### src/rtl/uart_core.sv
// Full-duplex UART: 16x oversampled receiver, valid/ready transmitter, receive error flags.
// Define UART_PARITY_EN to add a parity bit to each frame (parity_odd / rx_parity_err ports).
//
// state      | meaning
// IDLE       | line idle (TX: ready for a byte; RX: watching for a falling edge)
// START      | start bit (TX drives 0; RX confirms low at the bit midpoint)
// DATA       | payload bits, LSB first
// PARITY     | parity bit (only with UART_PARITY_EN)
// STOP       | stop bit (TX drives 1; RX samples it, then returns to IDLE)
module uart_core #(
    parameter int CLK_HZ    = 50000000,
    parameter int BAUD      = 115200,
    parameter int DATA_BITS = 8
) (
    input  logic                 CLK50M,
    input  logic                 RST,
    input  logic                 UART_RXD,
    output logic                 UART_TXD,
    input  logic [DATA_BITS-1:0] tx_data,
    input  logic                 tx_valid,
    output logic                 tx_ready,
    output logic [DATA_BITS-1:0] rx_data,
    output logic                 rx_valid,
    output logic                 rx_frame_err,
    output logic                 rx_overrun,
    input  logic                 rx_ack,
`ifdef UART_PARITY_EN
    input  logic                 parity_odd,
    output logic                 rx_parity_err,
`endif
    output logic                 tx_busy
);

    localparam int DIV      = CLK_HZ / (BAUD * 16);
    localparam int BIT_CLKS = 16 * DIV;
    localparam int DW       = (DIV > 1) ? $clog2(DIV) : 1;
    localparam int TW       = $clog2(BIT_CLKS);

    localparam logic [DW-1:0] DIV_LAST = DW'(DIV - 1);
    localparam logic [TW-1:0] BIT_LAST = TW'(BIT_CLKS - 1);
    localparam logic [3:0]    IDX_LAST = 4'(DATA_BITS - 1);

    typedef enum logic [2:0] {
        TX_IDLE,
        TX_START,
        TX_DATA,
`ifdef UART_PARITY_EN
        TX_PARITY,
`endif
        TX_STOP
    } tx_state_t;

    typedef enum logic [2:0] {
        RX_IDLE,
        RX_START,
        RX_DATA,
`ifdef UART_PARITY_EN
        RX_PARITY,
`endif
        RX_STOP
    } rx_state_t;

    // ---------------- oversampling tick ----------------
    logic [DW-1:0] div_cnt;
    logic          tick;

    assign tick = (div_cnt == DIV_LAST);

    always_ff @(posedge CLK50M) begin
        if (RST || tick) div_cnt <= '0;
        else             div_cnt <= div_cnt + 1'b1;
    end

    // ---------------- transmitter ----------------
    // Bit cells are timed from the moment a byte is accepted, so every bit is exactly 16*DIV clocks.
    tx_state_t            tx_state, tx_state_nxt;
    logic [TW-1:0]        tx_timer;
    logic [3:0]           tx_idx;
    logic [DATA_BITS-1:0] tx_shreg;
    logic                 txd_q, txd_nxt;
    logic                 tx_bit_end;
`ifdef UART_PARITY_EN
    logic                 tx_par;
`endif

    assign tx_bit_end = (tx_timer == '0);
    assign tx_ready   = (tx_state == TX_IDLE);
    assign tx_busy    = (tx_state != TX_IDLE);
    assign UART_TXD   = txd_q;

    always_comb begin
        tx_state_nxt = tx_state;
        txd_nxt      = txd_q;
        case (tx_state)
            TX_IDLE: begin
                txd_nxt = 1'b1;
                if (tx_valid) begin
                    tx_state_nxt = TX_START;
                    txd_nxt      = 1'b0;
                end
            end
            TX_START: begin
                if (tx_bit_end) begin
                    tx_state_nxt = TX_DATA;
                    txd_nxt      = tx_shreg[0];
                end
            end
            TX_DATA: begin
                if (tx_bit_end) begin
                    if (tx_idx == IDX_LAST) begin
`ifdef UART_PARITY_EN
                        tx_state_nxt = TX_PARITY;
                        txd_nxt      = tx_par;
`else
                        tx_state_nxt = TX_STOP;
                        txd_nxt      = 1'b1;
`endif
                    end else begin
                        txd_nxt = tx_shreg[1];
                    end
                end
            end
`ifdef UART_PARITY_EN
            TX_PARITY: begin
                if (tx_bit_end) begin
                    tx_state_nxt = TX_STOP;
                    txd_nxt      = 1'b1;
                end
            end
`endif
            TX_STOP: begin
                if (tx_bit_end) begin
                    tx_state_nxt = TX_IDLE;
                    txd_nxt      = 1'b1;
                end
            end
            default: begin
                tx_state_nxt = TX_IDLE;
                txd_nxt      = 1'b1;
            end
        endcase
    end

    always_ff @(posedge CLK50M) begin
        if (RST) begin
            tx_state <= TX_IDLE;
            txd_q    <= 1'b1;
            tx_timer <= '0;
            tx_idx   <= '0;
            tx_shreg <= '0;
`ifdef UART_PARITY_EN
            tx_par   <= 1'b0;
`endif
        end else begin
            tx_state <= tx_state_nxt;
            txd_q    <= txd_nxt;
            if (tx_state == TX_IDLE) begin
                tx_timer <= BIT_LAST;
                tx_idx   <= '0;
                if (tx_valid) begin
                    tx_shreg <= tx_data;
`ifdef UART_PARITY_EN
                    tx_par   <= (^tx_data) ^ parity_odd;
`endif
                end
            end else if (tx_bit_end) begin
                tx_timer <= BIT_LAST;
                if (tx_state == TX_DATA) begin
                    tx_shreg <= tx_shreg >> 1;
                    tx_idx   <= tx_idx + 1'b1;
                end
            end else begin
                tx_timer <= tx_timer - 1'b1;
            end
        end
    end

    // ---------------- receiver ----------------
    logic                 rx_meta, rx_sync, rx_prev;
    rx_state_t            rx_state, rx_state_nxt;
    logic [3:0]           rx_tcnt;
    logic [3:0]           rx_idx;
    logic [DATA_BITS-1:0] rx_shreg;
    logic                 rx_done;
    logic                 rx_unread;
    logic                 start_mid, bit_mid;
`ifdef UART_PARITY_EN
    logic                 rx_par_bad;
`endif

    assign start_mid = tick && (rx_tcnt == 4'd7);
    assign bit_mid   = tick && (rx_tcnt == 4'd15);

    always_comb begin
        rx_state_nxt = rx_state;
        rx_done      = 1'b0;
        case (rx_state)
            RX_IDLE:  if (rx_prev && !rx_sync) rx_state_nxt = RX_START;
            RX_START: if (start_mid) rx_state_nxt = rx_sync ? RX_IDLE : RX_DATA;
            RX_DATA: begin
                if (bit_mid && rx_idx == IDX_LAST) begin
`ifdef UART_PARITY_EN
                    rx_state_nxt = RX_PARITY;
`else
                    rx_state_nxt = RX_STOP;
`endif
                end
            end
`ifdef UART_PARITY_EN
            RX_PARITY: if (bit_mid) rx_state_nxt = RX_STOP;
`endif
            RX_STOP: begin
                if (bit_mid) begin
                    rx_state_nxt = RX_IDLE;
                    rx_done      = 1'b1;
                end
            end
            default: rx_state_nxt = RX_IDLE;
        endcase
    end

    always_ff @(posedge CLK50M) begin
        if (RST) begin
            rx_meta      <= 1'b1;
            rx_sync      <= 1'b1;
            rx_prev      <= 1'b1;
            rx_state     <= RX_IDLE;
            rx_tcnt      <= '0;
            rx_idx       <= '0;
            rx_shreg     <= '0;
            rx_data      <= '0;
            rx_valid     <= 1'b0;
            rx_frame_err <= 1'b0;
            rx_overrun   <= 1'b0;
            rx_unread    <= 1'b0;
`ifdef UART_PARITY_EN
            rx_par_bad    <= 1'b0;
            rx_parity_err <= 1'b0;
`endif
        end else begin
            rx_meta  <= UART_RXD;
            rx_sync  <= rx_meta;
            rx_prev  <= rx_sync;
            rx_state <= rx_state_nxt;

            // Counter wraps 15->0 on its own, giving one sample every 16 ticks after the start midpoint.
            if (rx_state == RX_IDLE || (rx_state == RX_START && start_mid)) rx_tcnt <= '0;
            else if (tick)                                                 rx_tcnt <= rx_tcnt + 1'b1;

            if (rx_state == RX_IDLE) begin
                rx_idx <= '0;
            end else if (rx_state == RX_DATA && bit_mid) begin
                rx_shreg <= {rx_sync, rx_shreg[DATA_BITS-1:1]};
                rx_idx   <= rx_idx + 1'b1;
            end

`ifdef UART_PARITY_EN
            if (rx_state == RX_PARITY && bit_mid)
                rx_par_bad <= rx_sync ^ (^rx_shreg) ^ parity_odd;
            rx_parity_err <= rx_done && rx_par_bad;
`endif

            rx_valid     <= rx_done;
            rx_frame_err <= rx_done && !rx_sync;
            if (rx_done) rx_data <= rx_shreg;

            // An ack coinciding with completion retires the old frame; the new one stays unread.
            if (rx_done) begin
                rx_unread <= 1'b1;
                if (rx_ack)         rx_overrun <= 1'b0;
                else if (rx_unread) rx_overrun <= 1'b1;
            end else if (rx_ack) begin
                rx_unread  <= 1'b0;
                rx_overrun <= 1'b0;
            end
        end
    end

endmodule

### config.mk
export PLATFORM = sky130hd
export DESIGN_NAME = uart_core
export DESIGN_NICKNAME = d
export VERILOG_FILES = /design/src/rtl/uart_core.sv
export SDC_FILE = /design/constraint.sdc
export NUM_CORES = 1
export LEC_CHECK = 0
export ABC_AREA = 1
export BUFFER_PORTS_ARGS = -buffer_cell sky130_fd_sc_hd__buf_2
export CAP_MARGIN = 20
export CORE_UTILIZATION = 30
export CTS_BUF_LIST = sky130_fd_sc_hd__clkbuf_8
export DETAILED_ROUTE_END_ITERATION = 10
export HOLD_SLACK_MARGIN = 0.05
export MAX_ROUTING_LAYER = met4
export PLACE_DENSITY = 0.47
export SLEW_MARGIN = 10
export SYNTH_ARGS = -nofsm -noshare
export SYNTH_HDL_FRONTEND = slang
export SYNTH_SLANG_ARGS = --single-unit
export TNS_END_PERCENT = 5
### constraint.sdc
create_clock -name CLK50M -period 1.6 [get_ports CLK50M]
set_input_delay 0.24 -clock CLK50M [delete_from_list [all_inputs] [get_ports CLK50M]]
set_output_delay 0.24 -clock CLK50M [all_outputs]
set_load 0.01 [all_outputs]
==> flow_summary.ini <==
[synth]
syn_area_per_cell_um2 = 7.69
synth_warnings = 0
syn_area_um2 = 2800
synthesis.nets = 389
synth_seq_cells = 62
synth_cell_type_count = 31
syn_inst = 364
synth_seq_area_share = 0.443

[timing]
timing.final.crit_share = 0.950
worst_pin_slew_ps = 434
relSlewSlack = 0.708
skew_ps = 7.89
setup_tns_ps = 0
hold_viol_final = 0
period_minus_slack_ps = 1520
max_freq_mhz = 658
grt_setup_unrepaired = no
finalMaxSlewViolations = 0
setup_viol = 0

[drt]
viasPerCell = 4.51
ant_nets = 0
drc = 0
routedWlPerCell_um = 11.0
drt_first_pass_iters = 4
drt-total-wl_mm = 5.70
first_iter_violations = 81
num_vias = 2340

[placed_design]
hpwl_mm = 3.85
placed_area_um2 = 3080
place_congestion = 0.777
port_buffers = 26

[critical_path]
cp_cell_sequence = inv_1 -> ha_4 -> inv_2 -> buf_6 -> buf_2
critPathMaxStageDelay_ps = 360
timing.critical_path.arrival_ps = 1280
startpoint_type = flip-flop
critPathSlowestCell = dfxtp_2
cp_data_required_time_ps = 1360
critPathKind = reg -> out
crit_fanout = 8
crit_path_end_kind = output pin

[cts]
cts_tree = done
numCtsBuffers = 9
cts_max_level = 3
path_clk_slew_ps = 70
clock_sinks = 62
hold_buffers = 0
clock_latency_ps = 330
clock_path_buffers = 2
clockRootBuffer = clkbuf_8

[power]
p_seq_frac = 0.399
p_int_mw = 3.01
combPwrFrac = 0.321
p_clk_frac = 0.280
powerDensity_nw_per_um2 = 1400
p_sw_mw = 1.67
p_sw_frac = 0.356
p_leak_nw = 1.51
ir_drop_uv = 807

[global_route]
antenna_found_initial = 0
grt_pass1_wl_mm = 10.0
grt_pass1_vias = 2285
grt_remaining_overflow = 0
grt_usage = 0.133
grt_max_degree = 25

[cells_and_area]
final_cell_mix = nand2_1 (68), dfxtp_1 (59), inv_1 (47)
syn_to_final_growth_pct = 19.4
nNetsFinal = 431
final_common_cell = nand2_1
antennaDiodeCount = 0
drive_gt1_frac = 0.214
final_cell_area_um2 = 3340

[floorplanning]
core_um2 = 8890
ios = 27
row_count = 34
fp.dieH_um = 98.6
die_w_um = 98.6
start_util = 0.315
die-area_um2 = 9720

[run_status]
status = finished, final reports clean

[min_path]
hp-class = in -> reg

[run]
max-cap-violations = 0
-- timing repair --
item                                    CTS  global route
resized for setup                         4             5
setup buffers                             0             5
pin swaps                                 0             2
endpoints found under the setup margin    1            15
cloned                                    0             1
-- flip-flops by register name, indices dropped and copies added (netlist names) --
register,cells
tx_timer,9
rx_data,8
rx_shreg,8
tx_shreg,8
div_cnt,5
rx_idx,4
rx_tcnt,4
tx_idx,4
rx_state,2
tx_state,2
UART_TXD,1
rx_frame_err,1
rx_meta,1
rx_overrun,1
rx_prev,1
rx_sync,1
rx_unread,1
rx_valid,1
-- routing by layer --
metal	global-route usage	wire, um	vias up
li1	-	-	1253
met1	0.164	2930	1048
met2	0.200	2430	30
met3	0.0397	237	9
met4	0.0608	102	0
met5	-	0	-
-- per-stage QoR --
| step | setup WS [ps] | utilization | cells | hold slack [ps] | power (mW) |
|---|---|---|---|---|---|
| after floorplan | 31.3 | - | 364 | 344 | 2.97 |
| after global placement | 112 | 0.347 | 497 | 404 | 3.35 |
| after detailed placement | 69.0 | 0.347 | 497 | 405 | 3.35 |
| after CTS | 19.5 | 0.369 | 513 | 74.1 | 4.72 |
| after global routing | 6.27 | 0.376 | 519 | 83.0 | 5.06 |
| final | 80.3 | 0.376 | 519 | 92.3 | 4.68 |
-- logic make-up after synthesis --
logic type               Yosys count  synth area share
AND/OR/NAND/NOR                  144             0.247
AO/OA/AOI/OAI                     79             0.147
flip-flops                        62             0.443
buffers and inverters             60            0.0872
adder cells (fa/ha/maj)           12            0.0536
XOR/XNOR                           6            0.0188
multiplexers                       1           0.00358
-- cell usage after synthesis --
master / n / area, um^2
nand3_2: 1 / 10.0
or2_2: 6 / 37.5
o21ai_1: 9 / 45.0
nor3_1: 1 / 5.00
inv_2: 5 / 18.8
a31oi_1: 1 / 6.26
nand4_1: 4 / 25.0
buf_1: 1 / 3.75
clkbuf_1: 3 / 11.3
xor2_1: 5 / 43.8
nand2_4: 3 / 33.8
a21oi_2: 1 / 8.76
nor2_1: 26 / 97.6
nand3_1: 23 / 115
xnor2_1: 1 / 8.76
ha_1: 12 / 150
o21ai_0: 22 / 110
nor2_8: 2 / 40.0
mux2i_1: 1 / 10.0
buf_2: 3 / 15.0
inv_1: 46 / 173
nand2_2: 5 / 31.3
o22ai_2: 1 / 12.5
nand2_1: 68 / 255
dfxtp_1: 62 / 1240
nor2_4: 1 / 11.3
a21boi_1: 1 / 7.51
a21oi_1: 44 / 220
nor3_2: 1 / 10.0
buf_6: 2 / 22.5
nor2_2: 3 / 18.8
-- power by group through the flow --
stage	combinational [mW]	clock, mW	sequential [mW]
after floorplan	1.10	0	1.87
after global placement	1.45	0	1.90
after detailed placement	1.45	0	1.89
after CTS	1.50	1.36	1.87
after global routing	1.74	1.43	1.89
final	1.50	1.31	1.87
-- critical path, delay by kind of cell (launching register included) --
family | cells | cell delay, ps
adders and majority gates | 1 | 180
buffers and inverters | 4 | 410
DFF | 1 | 360
-- final timing paths --
path	startpoint	end	slack, ps	depth (start not counted)
setup / recovery	tx_state[1]$_SDFFE_PP0P_	tx_busy	80	5
hold reg to reg	rx_meta$_SDFF_PP1_	rx_sync$_SDFF_PP1_	410	1
setup reg to reg	div_cnt[0]$_SDFF_PP0_	rx_data[5]$_SDFFE_PP0P_	120	9
hold / removal	UART_RXD	rx_meta$_SDFF_PP1_	90	2
-- layout make-up --
cell class / count / area (um^2)
Sequential cell: 62 / 1240
Tap cell: 108 / 135
Fill cell: 938 / 5550
Clock inverter: 7 / 57.6
Timing Repair Buffer: 39 / 248
Inverter: 51 / 191
Multi-Input combinational cell: 243 / 1340
Clock buffer: 9 / 124
Power figures use the tool's default switching activity.
